<file path="src/rtl/weight_stream_tx_pkg.sv">
// Shared definitions for the weight stream transmitter: FSM encoding and
// the legal READ_LATENCY range.
package weight_stream_tx_pkg;

   typedef enum logic [1:0] {
      ST_IDLE  = 2'd0,
      ST_ISSUE = 2'd1,
      ST_DRAIN = 2'd2,
      ST_FIN   = 2'd3
   } state_t;

   localparam int READ_LATENCY_MIN = 1;
   localparam int READ_LATENCY_MAX = 4;

   function automatic bit read_latency_ok(input int rl);
      return (rl >= READ_LATENCY_MIN) && (rl <= READ_LATENCY_MAX);
   endfunction

endpackage

</file>
<file path="src/rtl/weight_stream_tx_if.sv">
// Memory read port plus outgoing weight stream of one transmitter.
interface weight_stream_tx_if #(
   parameter int DATA_WIDTH = 32,
   parameter int ADDR_WIDTH = 20
);
   // Both sides are valid-only: mem_rd_data is trusted exactly READ_LATENCY
   // cycles after mem_rd_en, and weight_out is consumed on every cycle that
   // valid_weight_out is high. There is no ready and no backpressure.
   logic                  mem_rd_en;
   logic [ADDR_WIDTH-1:0] mem_addr;
   logic [DATA_WIDTH-1:0] mem_rd_data;
   logic                  valid_weight_out;
   logic [DATA_WIDTH-1:0] weight_out;

   modport master (
      output mem_rd_en,
      output mem_addr,
      input  mem_rd_data,
      output valid_weight_out,
      output weight_out
   );

   modport slave (
      input  mem_rd_en,
      input  mem_addr,
      output mem_rd_data,
      input  valid_weight_out,
      input  weight_out
   );
endinterface

</file>
<file path="src/rtl/weight_stream_tx_valid_delay_line.sv">
// Shift register that tracks read strobes until their data returns; any_o
// reports whether any read is still in flight.
module weight_stream_tx_valid_delay_line #(
   parameter int DEPTH = 1
) (
   input  logic clk,
   input  logic reset,
   input  logic strobe_i,
   output logic strobe_o,
   output logic any_o
);

   logic [DEPTH-1:0] stage_q;

   always_ff @(posedge clk or negedge reset) begin
      if (!reset) begin
         stage_q <= '0;
      end else begin
         stage_q[0] <= strobe_i;
         for (int i = 1; i < DEPTH; i++) begin
            stage_q[i] <= stage_q[i-1];
         end
      end
   end

   assign strobe_o = stage_q[DEPTH-1];
   assign any_o    = |stage_q;

endmodule

</file>
<file path="src/rtl/weight_stream_tx.sv">
// Streams a contiguous block of weights from a synchronous memory to one conv
// weight port, one word per cycle, throttled only by pause.
module weight_stream_tx
   import weight_stream_tx_pkg::*;
#(
   parameter int DATA_WIDTH   = 32,
   parameter int ADDR_WIDTH   = 20,
   parameter int READ_LATENCY = 1
) (
   input  logic                  clk,
   input  logic                  reset,
   input  logic                  start,
   input  logic [ADDR_WIDTH-1:0] base_addr,
   input  logic [ADDR_WIDTH-1:0] num_words,
   input  logic                  pause,
   output logic                  busy,
   output logic                  done,
   output state_t                state_dbg_o,
   weight_stream_tx_if.master    tx
);

   if (!read_latency_ok(READ_LATENCY)) begin : g_bad_read_latency
      $error("weight_stream_tx: READ_LATENCY must be within 1..4");
   end

   state_t                state_q;
   logic [ADDR_WIDTH-1:0] addr_q;
   logic [ADDR_WIDTH-1:0] remaining_q;
   logic                  valid_q;
   logic [DATA_WIDTH-1:0] weight_q;
   logic                  issue;
   logic                  data_strobe;
   logic                  in_flight;

   assign issue = (state_q == ST_ISSUE) && !pause;

   weight_stream_tx_valid_delay_line #(
      .DEPTH (READ_LATENCY)
   ) u_valid_delay (
      .clk      (clk),
      .reset    (reset),
      .strobe_i (issue),
      .strobe_o (data_strobe),
      .any_o    (in_flight)
   );

   always_ff @(posedge clk or negedge reset) begin
      if (!reset) begin
         state_q     <= ST_IDLE;
         addr_q      <= '0;
         remaining_q <= '0;
      end else begin
         case (state_q)
            ST_IDLE: begin
               if (start) begin
                  addr_q      <= base_addr;
                  remaining_q <= num_words;
                  state_q     <= (num_words == '0) ? ST_FIN : ST_ISSUE;
               end
            end
            ST_ISSUE: begin
               if (!pause) begin
                  // Address wraps naturally at 2^ADDR_WIDTH.
                  addr_q      <= addr_q + ADDR_WIDTH'(1);
                  remaining_q <= remaining_q - ADDR_WIDTH'(1);
                  if (remaining_q == ADDR_WIDTH'(1)) begin
                     state_q <= ST_DRAIN;
                  end
               end
            end
            ST_DRAIN: begin
               if (!in_flight) begin
                  state_q <= ST_FIN;
               end
            end
            ST_FIN: begin
               state_q <= ST_IDLE;
            end
            default: state_q <= ST_IDLE;
         endcase
      end
   end

   // Output word register holds its value between valid beats.
   always_ff @(posedge clk or negedge reset) begin
      if (!reset) begin
         valid_q  <= 1'b0;
         weight_q <= '0;
      end else begin
         valid_q <= data_strobe;
         if (data_strobe) begin
            weight_q <= tx.mem_rd_data;
         end
      end
   end

   assign tx.mem_rd_en        = issue;
   assign tx.mem_addr         = addr_q;
   assign tx.valid_weight_out = valid_q;
   assign tx.weight_out       = weight_q;
   assign busy                = (state_q != ST_IDLE);
   assign done                = (state_q == ST_FIN);
   assign state_dbg_o         = state_q;

endmodule

</file>
<file path="src/flat_wrapper.sv">
// flat-port wrapper written by rule: the top's interface ports become plain ports
module weight_stream_tx_flat import weight_stream_tx_pkg::*;
#(
   parameter int DATA_WIDTH   = 32,
   parameter int ADDR_WIDTH   = 20,
   parameter int READ_LATENCY = 1
)
  (clk, reset, start, base_addr, num_words, pause, busy, done, state_dbg_o, tx_mem_rd_en, tx_mem_addr, tx_mem_rd_data, tx_valid_weight_out, tx_weight_out);
  weight_stream_tx_if #(.DATA_WIDTH(DATA_WIDTH), .ADDR_WIDTH(ADDR_WIDTH)) tx_i ();
  input  logic clk;
  input  logic reset;
  input  logic start;
  input  logic [ADDR_WIDTH-1:0] base_addr;
  input  logic [ADDR_WIDTH-1:0] num_words;
  input  logic pause;
  output logic busy;
  output logic done;
  output state_t state_dbg_o;
  output wire logic [$bits(tx_i.mem_rd_en)-1:0] tx_mem_rd_en;
  output wire logic [$bits(tx_i.mem_addr)-1:0] tx_mem_addr;
  input wire logic [$bits(tx_i.mem_rd_data)-1:0] tx_mem_rd_data;
  output wire logic [$bits(tx_i.valid_weight_out)-1:0] tx_valid_weight_out;
  output wire logic [$bits(tx_i.weight_out)-1:0] tx_weight_out;
  assign tx_mem_rd_en = tx_i.mem_rd_en;
  assign tx_mem_addr = tx_i.mem_addr;
  assign tx_i.mem_rd_data = tx_mem_rd_data;
  assign tx_valid_weight_out = tx_i.valid_weight_out;
  assign tx_weight_out = tx_i.weight_out;
  weight_stream_tx #(.DATA_WIDTH(DATA_WIDTH), .ADDR_WIDTH(ADDR_WIDTH), .READ_LATENCY(READ_LATENCY)) u_core (.clk(clk), .reset(reset), .start(start), .base_addr(base_addr), .num_words(num_words), .pause(pause), .busy(busy), .done(done), .state_dbg_o(state_dbg_o), .tx(tx_i));
endmodule
</file>
<file path="config.mk">
export PLATFORM = sky130hd
export DESIGN_NAME = weight_stream_tx_flat
export DESIGN_NICKNAME = d
export VERILOG_FILES = /design/src/rtl/weight_stream_tx_pkg.sv /design/src/rtl/weight_stream_tx_if.sv /design/src/rtl/weight_stream_tx_valid_delay_line.sv /design/src/rtl/weight_stream_tx.sv /design/src/flat_wrapper.sv
export SDC_FILE = /design/constraint.sdc
export NUM_CORES = 1
export LEC_CHECK = 0
export CAP_MARGIN = 30
export CORE_UTILIZATION = 49
export CTS_CLUSTER_SIZE = 20
export DETAILED_ROUTE_END_ITERATION = 12
export PLACE_DENSITY = 0.86
export SYNTH_ARGS = -nofsm -noshare
export SYNTH_HDL_FRONTEND = slang
export SYNTH_HIERARCHICAL = 1
export SYNTH_SLANG_ARGS = --single-unit
</file>
<file path="constraint.sdc">
create_clock -name clk -period 5.1 [get_ports clk]
set_input_delay 1.02 -clock clk [delete_from_list [all_inputs] [get_ports clk]]
set_output_delay 1.02 -clock clk [all_outputs]
set_load 0.02 [all_outputs]
</file>
# --- After elaboration in Yosys (flattened, before gate mapping) ---
# Index checks and enable logic that the tools add are counted.
word_totals:
  reg_bits: 76
  inputBits: 76
  wordCells: 36
classes:
  n_addsub: 2
  eq_ne: 8
  n_mux: 12
  n_reduce_logical: 8
op_table:
  columns: ["op", "n"]
  rows:
  - ["two-way mux 20 bit", 4]
  - ["one-hot mux 20 bit (2 select lines)", 2]
  - ["adder 20 x 1 -> 20 bit (second input constant)", 1]
  - ["equality test 20 x 1 -> 1 bit (second input constant)", 1]
  - ["zero test 20 bit", 1]
  - ["subtractor 20 x 1 -> 20 bit (second input constant)", 1]
  - ["two-way mux 2 bit", 5]
  - ["!= test 2 bit (second input constant)", 4]
  - ["one-hot mux 2 bit (4 select lines)", 1]
  - ["equality test 2 bit (second input constant)", 2]
  - ["AND reduction 4 bit", 1]
  - ["nonzero test 2 bit", 2]
  - ["AND reduction 3 bit", 1]
  - ["equality test 2 x 1 -> 1 bit (second input constant)", 1]
  - ["zero test 2 bit", 1]
  - ["logical AND 1 bit", 1]
  - ["zero test 1 bit", 1]

# --- Longest topological paths before layout ---
depth:
  ltp_word: 4
  depth_mapped: 10

# --- Hierarchy ---
# The synthesis kept the hierarchy.
by_module_without_submodules:
  columns: ["module", "instances", "cells_per_inst", "area_per_inst_um2", "seq_area_each_um2"]
  rows:
  - ["weight_stream_tx", 1, 382, 3883.7, 1876.8]
  - ["weight_stream_tx_valid_delay_line", 1, 2, 32.5, 25.0]

# --- Least setup slack after synthesis ---
# No wires, ideal clock.
synth_timing:
  path_kind: "register to output"
  start: "register u_core.state_q[1], in the netlist u_core/state_dbg_o[1]"
  end: "output port tx_mem_rd_en"
  t_arrival_ps: 1406
  required_time_ps: 4080
  path_slack_ps: 2674
  path_stages_with_launch: 6
  n_path_buf: 1
  cell_sequence: "dfrtp_1 -> inv_1 -> ha_1 -> inv_1 -> buf_1 -> nor2_1"
synth_between:
  elab_chain_len: 2
synth_rtl:
  columns: ["element", "line", "source"]
  rows:
  - ["from (decl)", "weight_stream_tx.sv:26", "state_t state_q;"]
  - ["from (signal assigned)", "weight_stream_tx.sv:58", "state_q <= (num_words == '0) ? ST_FIN : ST_ISSUE;"]
  - ["equality test 2 x 1 -> 1 bit", "weight_stream_tx.sv:35", "assign issue = (state_q == ST_ISSUE) && !pause;"]
  - ["logical AND 1 bit", "weight_stream_tx.sv:35", null]
  - ["to (decl)", "flat_wrapper.sv:19", "output wire logic [$bits(tx_i.mem_rd_en)-1:0] tx_mem_rd_en;"]
# Every way passes these cells.

# --- Worst setup path in the final report ---
layout_timing:
  start: "register u_core.state_q[1], in the netlist u_core/state_dbg_o[1]"
  end: "register u_core.addr_q[4], in the netlist u_core/tx.mem_addr[4]"
layout_between:
  elab_chain_len: 3
  elab_cells_between_ends: 7
  classes_between: "3 x eq/ne; 1 x mux; 3 x reduce/logical"
layout_rtl:
  columns: ["element", "line", "source"]
  rows:
  - ["equality test 2 x 1 -> 1 bit or zero test 2 bit (tied branches)", "weight_stream_tx.sv:53", "case (state_q)"]
  - ["!= test 2 bit (no source line) or nonzero test 2 bit (tied branches)", null, null]
  - ["AND reduction 3 bit (no source line)", null, null]
  - ["to (signal assigned)", "weight_stream_tx.sv:56", "addr_q <= base_addr;"]
  - ["to (signal assigned)", "weight_stream_tx.sv:64", "addr_q <= addr_q + ADDR_WIDTH'(1);"]
  - ["to (decl)", "weight_stream_tx.sv:27", "logic [ADDR_WIDTH-1:0] addr_q;"]
# Several ways; a longest one is shown, not always the timed one.
# A chain may end at the register's enable or synchronous reset.

==> impl_metrics.py <==
metrics = {
    "power_and_ir_drop": {
        "powerDensity_nw_per_um2": 692,
        "peakVddDrop_mv": 0.349,
        "leakage_nw": 2.21,
    },
    "global_route": {
        "grt_pass1_wl_mm": 17.5,
        "met1_usage_pct": 33.6,
        "grt_pass1_vias": 3444,
        "busiest_layer": "met2",
        "grt_max_degree": 77,
        "grt_use_met3_pct": 5.78,
        "grt_antenna_before_repair": 0,
        "grtUsageMet2_pct": 45.3,
        "grt_overflow": 0,
        "grt_use_total_pct": 26.5,
    },
    "worst_setup_path": {
        "cp_max_fo": 58,
        "critPathLaunchType": "flop",
        "cp.arrival_ps": 3560,
        "cp.required_ps": 5340,
        "cpMaxStageDelayCell": "nand2_1",
        "critPathMostFrequentCell": "buf_4",
        "r2r-end": "u_core/tx.mem_addr[4]",
        "max_stage_delay_ps": 690,
        "critPathCapture": "u_core/tx.mem_addr[4]",
        "critical_path_class": "reg -> reg",
        "critPathTopFamily": "simple AND/OR/NAND/NOR gates",
        "ff2ff_path_depth": 8,
        "crit_buf_inv": 3,
        "worstSetupStartpoint": "u_core/state_dbg_o[1]",
        "r2r_setup_slack_ps": 1780,
        "path_cells": "inv_1 -> ha_1 -> buf_4 -> or2_2 -> and3_2 -> buf_4 -> nand2_1 -> o221a_2",
        "crit-reg2reg-launch": "u_core/state_dbg_o[1]",
        "end_kind": "flop",
        "cp.depth": 8,
    },
    "detailed_routing": {
        "ant_nets": 0,
        "wl_mm": 10.6,
        "via_per_inst": 5.86,
        "drc": 0,
        "first_pass_iters": 5,
        "route.vias.total": 3617,
        "drtIter0Drc": 246,
        "avgRoutedWirePerCell_um": 17.2,
    },
    "worst_hold_path": {
        "hp-class": "in -> async",
    },
    "timing": {
        "worst_slew_pin_slew_ps": 880,
        "post-route-min-period_ps": 3320,
        "holdWs_ps": 472,
        "finalMaxSlewViolations": 0,
        "clock_skew_ps": 10.6,
        "slew_headroom_pct": 40.8,
        "min_period_over_period_pct": 65.2,
        "setup_viol": 0,
        "rsz0062_at_grt": "no",
        "setup_tns_ps": 0,
        "final_hold_viol_count": 0,
        "fmax_ghz": 0.301,
    },
    "logic_synthesis": {
        "synth_top_area_share_pct": 48.6,
        "synth-seq-cells": 76,
        "syn_area_sq_um": 3920,
        "synth_ff_type": "dfrtp_1",
        "yosysTopAreaCell": "dfrtp_1",
        "yosysWarningCount": 6,
        "synthTopCellsByArea": "dfrtp_1 (49%), mux2_2 (9.5%), mux2i_1 (4.6%)",
        "mappedNetlistNets": 468,
        "synth_edf_count": 0,
        "synthCells": 384,
        "yosysMostFrequentCell": "dfrtp_1",
        "ys_top_cells_by_count": "dfrtp_1 (76), mux2_2 (33), nand2_1 (30), a21oi_1 (29), o22ai_1 (26)",
        "async_flop_share_pct": 100,
        "syn_area_per_cell_sq_um": 10.2,
        "synth_cell_types": 45,
        "ys_seq_area_share_pct": 48.6,
    },
    "run": {
        "maxCapViolations": 0,
    },
    "die": {
        "die_x_um": 91.4,
        "core_area_sq_um": 7730,
        "fp.dieH_um": 91.4,
        "rows": 32,
        "floorplan.initialDensity_pct": 50.7,
        "num_io_pins": 134,
        "dieArea_sq_um": 8350,
    },
    "finish": {
        "antenna_cells": 0,
        "drive_above_1_share_pct": 12.4,
        "syn_to_final_growth_pct": 41.6,
        "fin_area_sq_um": 5550,
        "num-nets-final": 594,
    },
    "clocking": {
        "cts_hold_buf": 0,
        "h-tree-depth": 3,
        "cts.sink_count": 76,
        "clock_latency_ps": 350,
        "cts_made_buffers": 9,
        "clk_pin_slew_ps": 80,
        "cts_setup_buffers": 0,
        "clockBufferDepth": 2,
        "ctsResizeCount": 0,
        "cts_root_buffer": "clkbuf_8",
        "cts_tree": "done",
    },
    "place": {
        "place_area_sq_um": 5310,
        "port_buffers": 133,
        "gp_congestion": 0.850,
        "dp_hpwl_mm": 7.57,
    },
    "run_status": {
        "outcome": "complete, no violations",
    },
}
==> registers in the layout, indices dropped and copies added, names as in the netlist <==
register,cells
u_core/state_dbg_o,2
u_core/tx.mem_addr,20
u_core/remaining_q,20
u_core/u_valid_delay/any_o,1
u_core/tx.weight_out,32
u_core/tx.valid_weight_out,1
==> stage by stage <==
step / util (%) / power (mW) / worst slack [ps] / std cells
final: 71.8 / 3.84 / 1780 / 617
after global routing: 71.8 / 4.09 / 1570 / 617
after CTS: 71.4 / 3.84 / 1810 / 616
after floorplan: - / 2.52 / 2670 / 384
after global placement: 68.7 / 3.24 / 1560 / 600
after detailed placement: 68.7 / 3.36 / 1480 / 600
==> logic make-up (layout without fill, tap and decap cells) <==
group                    after synthesis  after routing  share of synthesized area, %
multiplexers                          51             51                          14.1
flip-flops                            76             76                          48.6
buffers and inverters                 32            163                          3.16
AO/OA/AOI/OAI                        101            101                          16.2
adder cells (fa/ha/maj)                8              8                          2.56
AND/OR/NAND/NOR                      116            116                          15.4
==> per-layer routing <==
| metal | routed length, um | vias up |
|---|---|---|
| li1 | - | 1706 |
| met1 | 4500 | 1737 |
| met2 | 5290 | 162 |
| met3 | 679 | 12 |
| met4 | 126 | 0 |
| met5 | 0 | - |
==> cell usage in the layout, fill, tap and decap left out, drive strengths merged, types with 2 or more instances in the layout <==
cell type      instances
o22ai                 26
nor4                  10
clkdlybuf4s50        132
dfrtp                 76
buf                    5
a221o                  4
a31oi                  5
nand2                 30
and3                   6
or2                    2
or3                    5
ha                     8
clkbuf                10
nand4                  7
nor2                  20
nand3                 19
a22oi                  3
a211o                  2
a311oi                 4
clkinv                 2
mux2                  33
o31ai                  2
a221oi                 2
o211ai                 2
nand2b                 2
o21ai                 18
a21oi                 29
or3b                   2
inv                   13
nor3                   6
mux2i                 18
or4                    3
==> how the worst min path moves through the flow <==
| stage | from | end | slack (ps) | cells past startpoint |
|---|---|---|---|---|
| after floorplan | u_core/u_valid_delay/any_o | u_core/tx.valid_weight_out | 450 | 1 |
| after global placement | u_core/tx.weight_out[26] | u_core/tx.weight_out[26] | 490 | 1 |
| after detailed placement | u_core/tx.weight_out[26] | u_core/tx.weight_out[26] | 500 | 1 |
| after CTS | u_core/tx.weight_out[25] | u_core/tx.weight_out[25] | 510 | 1 |
| after global routing | reset | u_core/remaining_q[11] | 460 | 1 |
| final | reset | u_core/remaining_q[11] | 470 | 1 |
==> worst reg2reg max path, delay by kind of cell (launching register included) <==
kind,cells,cell delay (ps)
buffers and inverters,3,1010
flip-flops,1,420
adder cells (fa/ha/maj),1,190
AO/OA/AOI/OAI,1,470
AND/OR/NAND/NOR,3,1110
==> area by class of cell <==
| cell class | count | area, sq um |
|---|---|---|
| Clock buffer | 10 | 138 |
| Clock inverter | 6 | 70.1 |
| Inverter | 10 | 37.5 |
| Fill cell | 545 | 2180 |
| Sequential cell | 76 | 1900 |
| Tap cell | 102 | 128 |
| Timing Repair Buffer | 137 | 1380 |
| Multi-Input combinational cell | 276 | 1890 |
==> power breakdown <==
part,internal (mW),leakage (nW),switching (mW)
combinational,0.983,1.21,1.13
clock,0.245,0.108,0.234
sequential,0.927,0.898,0.318
total,2.15,2.21,1.68
Note: power is estimated with default switching activity, not from simulation.
